$ cat config.mk
export PLATFORM = sky130hd
export DESIGN_NAME = dispensador_multi
export DESIGN_NICKNAME = d
export VERILOG_FILES = /design/src/rtl/dispensador_multi_pkg.sv /design/src/rtl/dispensador_multi_contador_seg.sv /design/src/rtl/dispensador_multi.sv
export SDC_FILE = /design/constraint.sdc
export NUM_CORES = 1
export LEC_CHECK = 0
export CORE_MARGIN = 8
export CORE_UTILIZATION = 50
export CTS_CLUSTER_SIZE = 20
export DETAILED_ROUTE_END_ITERATION = 12
export HOLD_SLACK_MARGIN = 0.06
export PLACE_DENSITY_LB_ADDON = 0.25
export SYNTH_ARGS = -nofsm -noshare
export SYNTH_HDL_FRONTEND = slang
export SYNTH_SLANG_ARGS = --single-unit
$ cat constraint.sdc
create_clock -name clock -period 2.8 [get_ports clock]
set_input_delay 0.28 -clock clock [delete_from_list [all_inputs] [get_ports clock]]
set_output_delay 0.28 -clock clock [all_outputs]
set_load 0.05 [all_outputs]
$ cat src/rtl/dispensador_multi_pkg.sv
// Shared types and constants for the multi-product vending controller.
package dispensador_multi_pkg;

  typedef enum logic [1:0] {
    REPOSO   = 2'd0,
    CREDITO  = 2'd1,
    DISPENSA = 2'd2,
    CAMBIO   = 2'd3
  } estado_t;

  localparam int unsigned VAL_MON_1 = 1;
  localparam int unsigned VAL_MON_2 = 2;
  localparam int unsigned VAL_MON_5 = 5;

  // Price tables are passed zero-extended to 64 bits (up to 8 products x 8 bits).
  function automatic int unsigned precio_de(input logic [63:0] tabla,
                                            input int unsigned idx,
                                            input int unsigned ancho);
    logic [63:0] campo;
    campo = (tabla >> (idx * ancho)) & ((64'd1 << ancho) - 64'd1);
    return campo[31:0];
  endfunction

endpackage

$ cat src/rtl/dispensador_multi_contador_seg.sv
// Loadable seconds down-counter; done flags the tick that takes it from 1 to 0.
module contador_seg #(
  parameter int W = 8
) (
  input  logic         clock,
  input  logic         reseteo,
  input  logic         tick,
  input  logic         clr,
  input  logic         load,
  input  logic [W-1:0] valor,
  output logic         done
);

  logic [W-1:0] cuenta_q, cuenta_d;

  // NOTE: every variable assigned in always_comb gets a default first, so no latch is inferred.
  always_comb begin
    cuenta_d = cuenta_q;
    if (clr) begin
      cuenta_d = '0;
    end else if (load) begin
      cuenta_d = valor;
    end else if (tick && cuenta_q != '0) begin
      cuenta_d = cuenta_q - W'(1);
    end
  end

  // NOTE: sequential state uses non-blocking assignments so all flops update together.
  always_ff @(posedge clock) begin
    if (!reseteo) cuenta_q <= '0;
    else          cuenta_q <= cuenta_d;
  end

  assign done = tick && (cuenta_q == W'(1));

endmodule

$ cat src/rtl/dispensador_multi.sv
// Multi-product vending controller: coin credit, buy/cancel, idle refund, paced change payout.
module dispensador_multi
  import dispensador_multi_pkg::*;
#(
  parameter int NPROD     = 4,
  parameter int CRED_W    = 6,
  parameter int MAX_CRED  = 45,
  parameter logic [NPROD*CRED_W-1:0] PRICES = {6'd5, 6'd7, 6'd9, 6'd12},
  parameter int TIMEOUT_S = 10,
  parameter int DISP_S    = 2
) (
  input  logic                     clock,
  input  logic                     reseteo,
  input  logic                     tick_1s,
  input  logic                     mon_1,
  input  logic                     mon_2,
  input  logic                     mon_5,
  input  logic [$clog2(NPROD)-1:0] sel,
  input  logic                     comprar,
  input  logic                     cancelar,
  output logic [CRED_W-1:0]        credito,
  output logic [CRED_W-1:0]        cambio,
  output logic [NPROD-1:0]         dispensa,
  output logic                     rechazo,
  output logic                     insuf,
  output logic [1:0]               estado
);

  localparam int T_W   = $clog2(TIMEOUT_S + 1);
  localparam int D_W   = $clog2(DISP_S + 1);
  localparam int TD_W  = (T_W > D_W) ? T_W : D_W;
  localparam int CNT_W = (TD_W > CRED_W) ? TD_W : CRED_W;

  estado_t             estado_q, estado_d;
  logic [CRED_W-1:0]   credito_q, credito_d;
  logic [CRED_W-1:0]   cambio_q, cambio_d;
  logic [NPROD-1:0]    dispensa_q, dispensa_d;
  logic                rechazo_q, rechazo_d;
  logic                insuf_q, insuf_d;

  logic                cnt_clr, cnt_load, cnt_done;
  logic [CNT_W-1:0]    cnt_valor;

  logic [CRED_W-1:0]   mon_val, precio;
  logic                mon_any, mon_drop, cabe, sel_ok;
  logic [CRED_W:0]     suma;

  contador_seg #(.W(CNT_W)) u_contador (
    .clock   (clock),
    .reseteo (reseteo),
    .tick    (tick_1s),
    .clr     (cnt_clr),
    .load    (cnt_load),
    .valor   (cnt_valor),
    .done    (cnt_done)
  );

  // Coin decode: 5 beats 2 beats 1; every losing coin is reported as refused.
  always_comb begin
    mon_val  = '0;
    mon_drop = 1'b0;
    if (mon_5) begin
      mon_val  = CRED_W'(VAL_MON_5);
      mon_drop = mon_2 | mon_1;
    end else if (mon_2) begin
      mon_val  = CRED_W'(VAL_MON_2);
      mon_drop = mon_1;
    end else if (mon_1) begin
      mon_val  = CRED_W'(VAL_MON_1);
    end
  end

  assign mon_any = mon_1 | mon_2 | mon_5;
  assign suma    = {1'b0, credito_q} + {1'b0, mon_val};
  assign cabe    = suma <= (CRED_W+1)'(MAX_CRED);
  assign sel_ok  = 32'(sel) < NPROD;
  assign precio  = CRED_W'(precio_de(64'(PRICES), 32'(sel), CRED_W));

  always_comb begin
    estado_d   = estado_q;
    credito_d  = credito_q;
    cambio_d   = cambio_q;
    dispensa_d = dispensa_q;
    rechazo_d  = 1'b0;
    insuf_d    = 1'b0;
    cnt_clr    = 1'b0;
    cnt_load   = 1'b0;
    cnt_valor  = '0;

    case (estado_q)
      REPOSO: begin
        cnt_clr = 1'b1;
        if (mon_any) begin
          rechazo_d = mon_drop | ~cabe;
          if (cabe) begin
            credito_d = suma[CRED_W-1:0];
            estado_d  = CREDITO;
            cnt_clr   = 1'b0;
            cnt_load  = 1'b1;
            cnt_valor = CNT_W'(TIMEOUT_S);
          end
        end
      end

      CREDITO: begin
        if (cancelar) begin
          rechazo_d = mon_any;
          cambio_d  = credito_q;
          credito_d = '0;
          estado_d  = CAMBIO;
          cnt_load  = 1'b1;
          cnt_valor = CNT_W'(credito_q);
        end else if (comprar) begin
          rechazo_d = mon_any;
          cnt_load  = 1'b1;
          cnt_valor = CNT_W'(TIMEOUT_S);
          if (sel_ok && credito_q >= precio) begin
            cambio_d   = credito_q - precio;
            credito_d  = '0;
            dispensa_d = NPROD'(1) << sel;
            estado_d   = DISPENSA;
            cnt_valor  = CNT_W'(DISP_S);
          end else begin
            insuf_d = 1'b1;
          end
        end else if (mon_any && cabe) begin
          rechazo_d = mon_drop;
          credito_d = suma[CRED_W-1:0];
          cnt_load  = 1'b1;
          cnt_valor = CNT_W'(TIMEOUT_S);
        end else begin
          // Only an over-limit coin can reach here; it does not count as activity.
          rechazo_d = mon_any;
          if (cnt_done) begin
            cambio_d  = credito_q;
            credito_d = '0;
            estado_d  = CAMBIO;
            cnt_load  = 1'b1;
            cnt_valor = CNT_W'(credito_q);
          end
        end
      end

      DISPENSA: begin
        rechazo_d = mon_any;
        if (cnt_done) begin
          dispensa_d = '0;
          if (cambio_q != '0) begin
            estado_d  = CAMBIO;
            cnt_load  = 1'b1;
            cnt_valor = CNT_W'(cambio_q);
          end else begin
            estado_d = REPOSO;
          end
        end
      end

      CAMBIO: begin
        rechazo_d = mon_any;
        if (tick_1s && cambio_q != '0) cambio_d = cambio_q - CRED_W'(1);
        if (cnt_done) begin
          cambio_d = '0;
          estado_d = REPOSO;
        end
      end

      default: estado_d = REPOSO;
    endcase
  end

  always_ff @(posedge clock) begin
    if (!reseteo) begin
      estado_q   <= REPOSO;
      credito_q  <= '0;
      cambio_q   <= '0;
      dispensa_q <= '0;
      rechazo_q  <= 1'b0;
      insuf_q    <= 1'b0;
    end else begin
      estado_q   <= estado_d;
      credito_q  <= credito_d;
      cambio_q   <= cambio_d;
      dispensa_q <= dispensa_d;
      rechazo_q  <= rechazo_d;
      insuf_q    <= insuf_d;
    end
  end

  assign credito  = credito_q;
  assign cambio   = cambio_q;
  assign dispensa = dispensa_q;
  assign rechazo  = rechazo_q;
  assign insuf    = insuf_q;
  assign estado   = estado_q;

endmodule

==> flow_metrics.env <==
export IMPL_clk_pin_slew_ps=90
export IMPL_seqPwrFrac_pct=22.9
export IMPL_utilization_pct=71.7
export IMPL_regArea_um2=526
export IMPL_core_um2=4030
export IMPL_status="complete, no violations"
export IMPL_met3WireLength_um=530
export IMPL_setup_violations=0
export IMPL_boundaryPins=30
export IMPL_vias=2479
export IMPL_die_y_um=81.0
export IMPL_tightestPinTransition_ps=596
export IMPL_cts_root_buf="clkbuf_8"
export IMPL_worstSkewPairLatency_ps=270
export IMPL_hpwl_um=5390
export IMPL_dr_pass1_iters=5
export IMPL_htreeDepth=1
export IMPL_hold_viol_final=0
export IMPL_min_from="mon_1"
export IMPL_finClkSkew_ps=3.08
export IMPL_cts_path_max_buffers=2
export IMPL_critPathMaxFanout=5
export IMPL_cts_tree="done"
export IMPL_synth_area_leaders="dfxtp_1 (25%), ha_1 (6.5%), a21oi_1 (4.7%)"
export IMPL_grt_overflow_total=0
export IMPL_gp_congestion=0.979
export IMPL_antenna_found_initial=0
export IMPL_arrival_ps=2880
export IMPL_total_power_uw=2460
export IMPL_ys_warn_count=0
export IMPL_r2r_start="credito[0]$_SDFFE_PN0P_"
export IMPL_wl_met2_um=3220
export IMPL_first_iter_violations=325
export IMPL_hold_depth=4
export IMPL_detail_route_antenna_nets=0
export IMPL_synth_largest_area_cell="dfxtp_1"
export IMPL_finalMaxSlewViolations=0
export IMPL_avgSynthCellArea_um2=7.62
export IMPL_netlist_instances=277
export IMPL_port_buffers=29
export IMPL_antenna_cells=0
export IMPL_p_sw_share_pct=48.6
export IMPL_r2r_cells=8
export IMPL_finalNonFillerCells=398
export IMPL_final_min_clock_period_ps=2700
export IMPL_pwr_share_clk_pct=9.2
export IMPL_ys_flop_type="dfxtp_1"
export IMPL_intPower_uw=1270
export IMPL_endpoint_kind="flop"
export IMPL_maxCapViolCount=0
export IMPL_m1WireLength_um=3020
export IMPL_nFillCells=337
export IMPL_synth_edf_count=0
export IMPL_layout_commonest_cell="buf_4"
export IMPL_grt_usage_pct=21.4
export IMPL_synth_distinct_cells=53
export IMPL_synth_area_um2=2110
export IMPL_crit_type="input port to flop"
export IMPL_reg2reg_to="estado[0]$_SDFFE_PN0P_"
export IMPL_grt_pass1_vias=2365
export IMPL_multi_input_area_um2=1560
export IMPL_period_share_pct=96.5
export IMPL_routedWlPerCell_um=17.6
export IMPL_synth_seq_cells=26
export IMPL_drc=0
export IMPL_hold_path_end="rechazo$_SDFF_PN0_"
export IMPL_initial_core_util_pct=52.4
export IMPL_synthArstFlopShare_pct=0
export IMPL_dpl_cell_area_um2=2760
export IMPL_cts_buffers=3
export IMPL_grt_max_degree=21
export IMPL_powerDensity_nw_per_um2=853
export IMPL_stdcell_area_um2=2890
export IMPL_routed_wl_um=7000
export IMPL_vias_per_cell=6.23
export IMPL_die_w_um=81.0
export IMPL_rows=23
export IMPL_yosysSeqAreaShare_pct=24.6
export IMPL_mostFrequentLayoutCells="buf_4 (48), nor2_1 (26), clkdlybuf4s50_1 (26), dfxtp_1 (24), nand2_1 (22)"
export IMPL_numPlacedInstances=389
export IMPL_slew_headroom_pct=60.2
export IMPL_p_comb_share_pct=67.8
export IMPL_fp_dieArea_um2=6560
export IMPL_r2r_slack_ps=100
export IMPL_final_layout_size_suffix_gt1_share_pct=21.6
export IMPL_cts_sinks=26
export IMPL_grt_pass1_wl_um=11200
export IMPL_ir_drop_mv=0.494
export IMPL_leakagePower_uw=0.00118
export IMPL_hold_class="input port to flop"
export IMPL_max_freq_ghz=0.370
export IMPL_synth_top_cell_area_share_pct=24.6
export IMPL_top_layer="met4"
export IMPL_power_switching_uw=1200
export IMPL_area_growth_pct=36.7
export IMPL_synth_fp_nets=300
export IMPL_crit_path_start_kind="input port"
export IMPL_required_ps=2980
export IMPL_finish_net_count=372
[final cells by class]
cell class	count	area share, %
inverters	15	1.95
clock buffers	4	1.56
well taps	50	2.17
multi-input cells	226	54.1
flip-flops and latches	26	18.2
repair buffers	77	22.0
[layer usage]
layer  up-vias  track usage, %
met2       137            34.8
met5         -               0
met1      1123            27.5
li1       1193               -
met4         0            9.29
met3        26            2.98
[power by group through the flow]
stage | registers, µW | clock network [µW] | logic, µW
global placement | 568 | 0 | 1520
CTS | 563 | 229 | 1600
global route | 574 | 243 | 1800
finish | 564 | 228 | 1670
detailed placement | 571 | 0 | 1550
floorplan | 751 | 0 | 778
[synthesized netlist by cell type (4+ instances only)]
library cell  number
a211oi_1           7
o32ai_1            5
nand2b_1           7
a21o_1             5
o211ai_1           8
clkbuf_1           8
o31ai_1            5
nor2_1            26
dfxtp_1           26
nand3_1            8
nor3_1             9
o211a_1            4
and3_1             6
inv_1             15
a31oi_1            5
nand2_1           22
o21ai_0           12
o31a_1             4
xnor2_1            5
ha_1              11
a21oi_1           20
[worst max-delay path, cell delays in order]
cell and delay, ps:
clkdlybuf4s50_1 420, or2_2 320, ha_1 220, fa_1 400, nand2b_1 170, a21oi_2 160, or4_4 170, o311ai_4 130
or2_4 310, o41ai_2 310
[how the worst max path moves through the flow]
stage	start	end	slack, ps
floorplan	mon_2	cambio[4]$_SDFFE_PN0P_	9
global placement	mon_2	estado[0]$_SDFFE_PN0P_	-480
detailed placement	mon_2	u_contador.cuenta_q[3]$_SDFFE_PP0P_	-570
CTS	sel[0]	cambio[5]$_SDFFE_PN0P_	10
global route	credito[0]$_SDFFE_PN0P_	u_contador.cuenta_q[5]$_SDFFE_PP0P_	-1
finish	sel[0]	cambio[4]$_SDFFE_PN0P_	100
[cells by family after synthesis]
| family | synth area share [%] |
|---|---|
| adder cells (fa/ha/maj) | 8.41 |
| buffers and inverters | 4.56 |
| AO/OA/AOI/OAI | 31.9 |
| XOR/XNOR | 3.32 |
| AND/OR/NAND/NOR | 26.7 |
| multiplexers | 0.474 |
| flip-flops | 24.6 |
[stage by stage]
step	hold WS (ps)	setup WS, ps	TNS, ps
after floorplan	450	9.03	0
after global placement	440	-476	-8550
after detailed placement	449	-571	-10310
after CTS	460	11.1	0
after global routing	436	-1.50	-1.65
final	419	97.8	0
[registers in the layout, summed over array words and instances (netlist names)]
register and cells:
credito 6, insuf 1, dispensa 4, rechazo 1
estado 2, cambio 6, u_contador.cuenta_q 6
[repair_timing]
item | in CTS | in global routing
pin swaps | 7 | 8
resized for setup | 9 | 14
buffers inserted | 4 | 1
hold buffers | 0 | 0
setup endpoints to repair | 21 | 21
No activity file was read; power rests on OpenSTA's default activity.
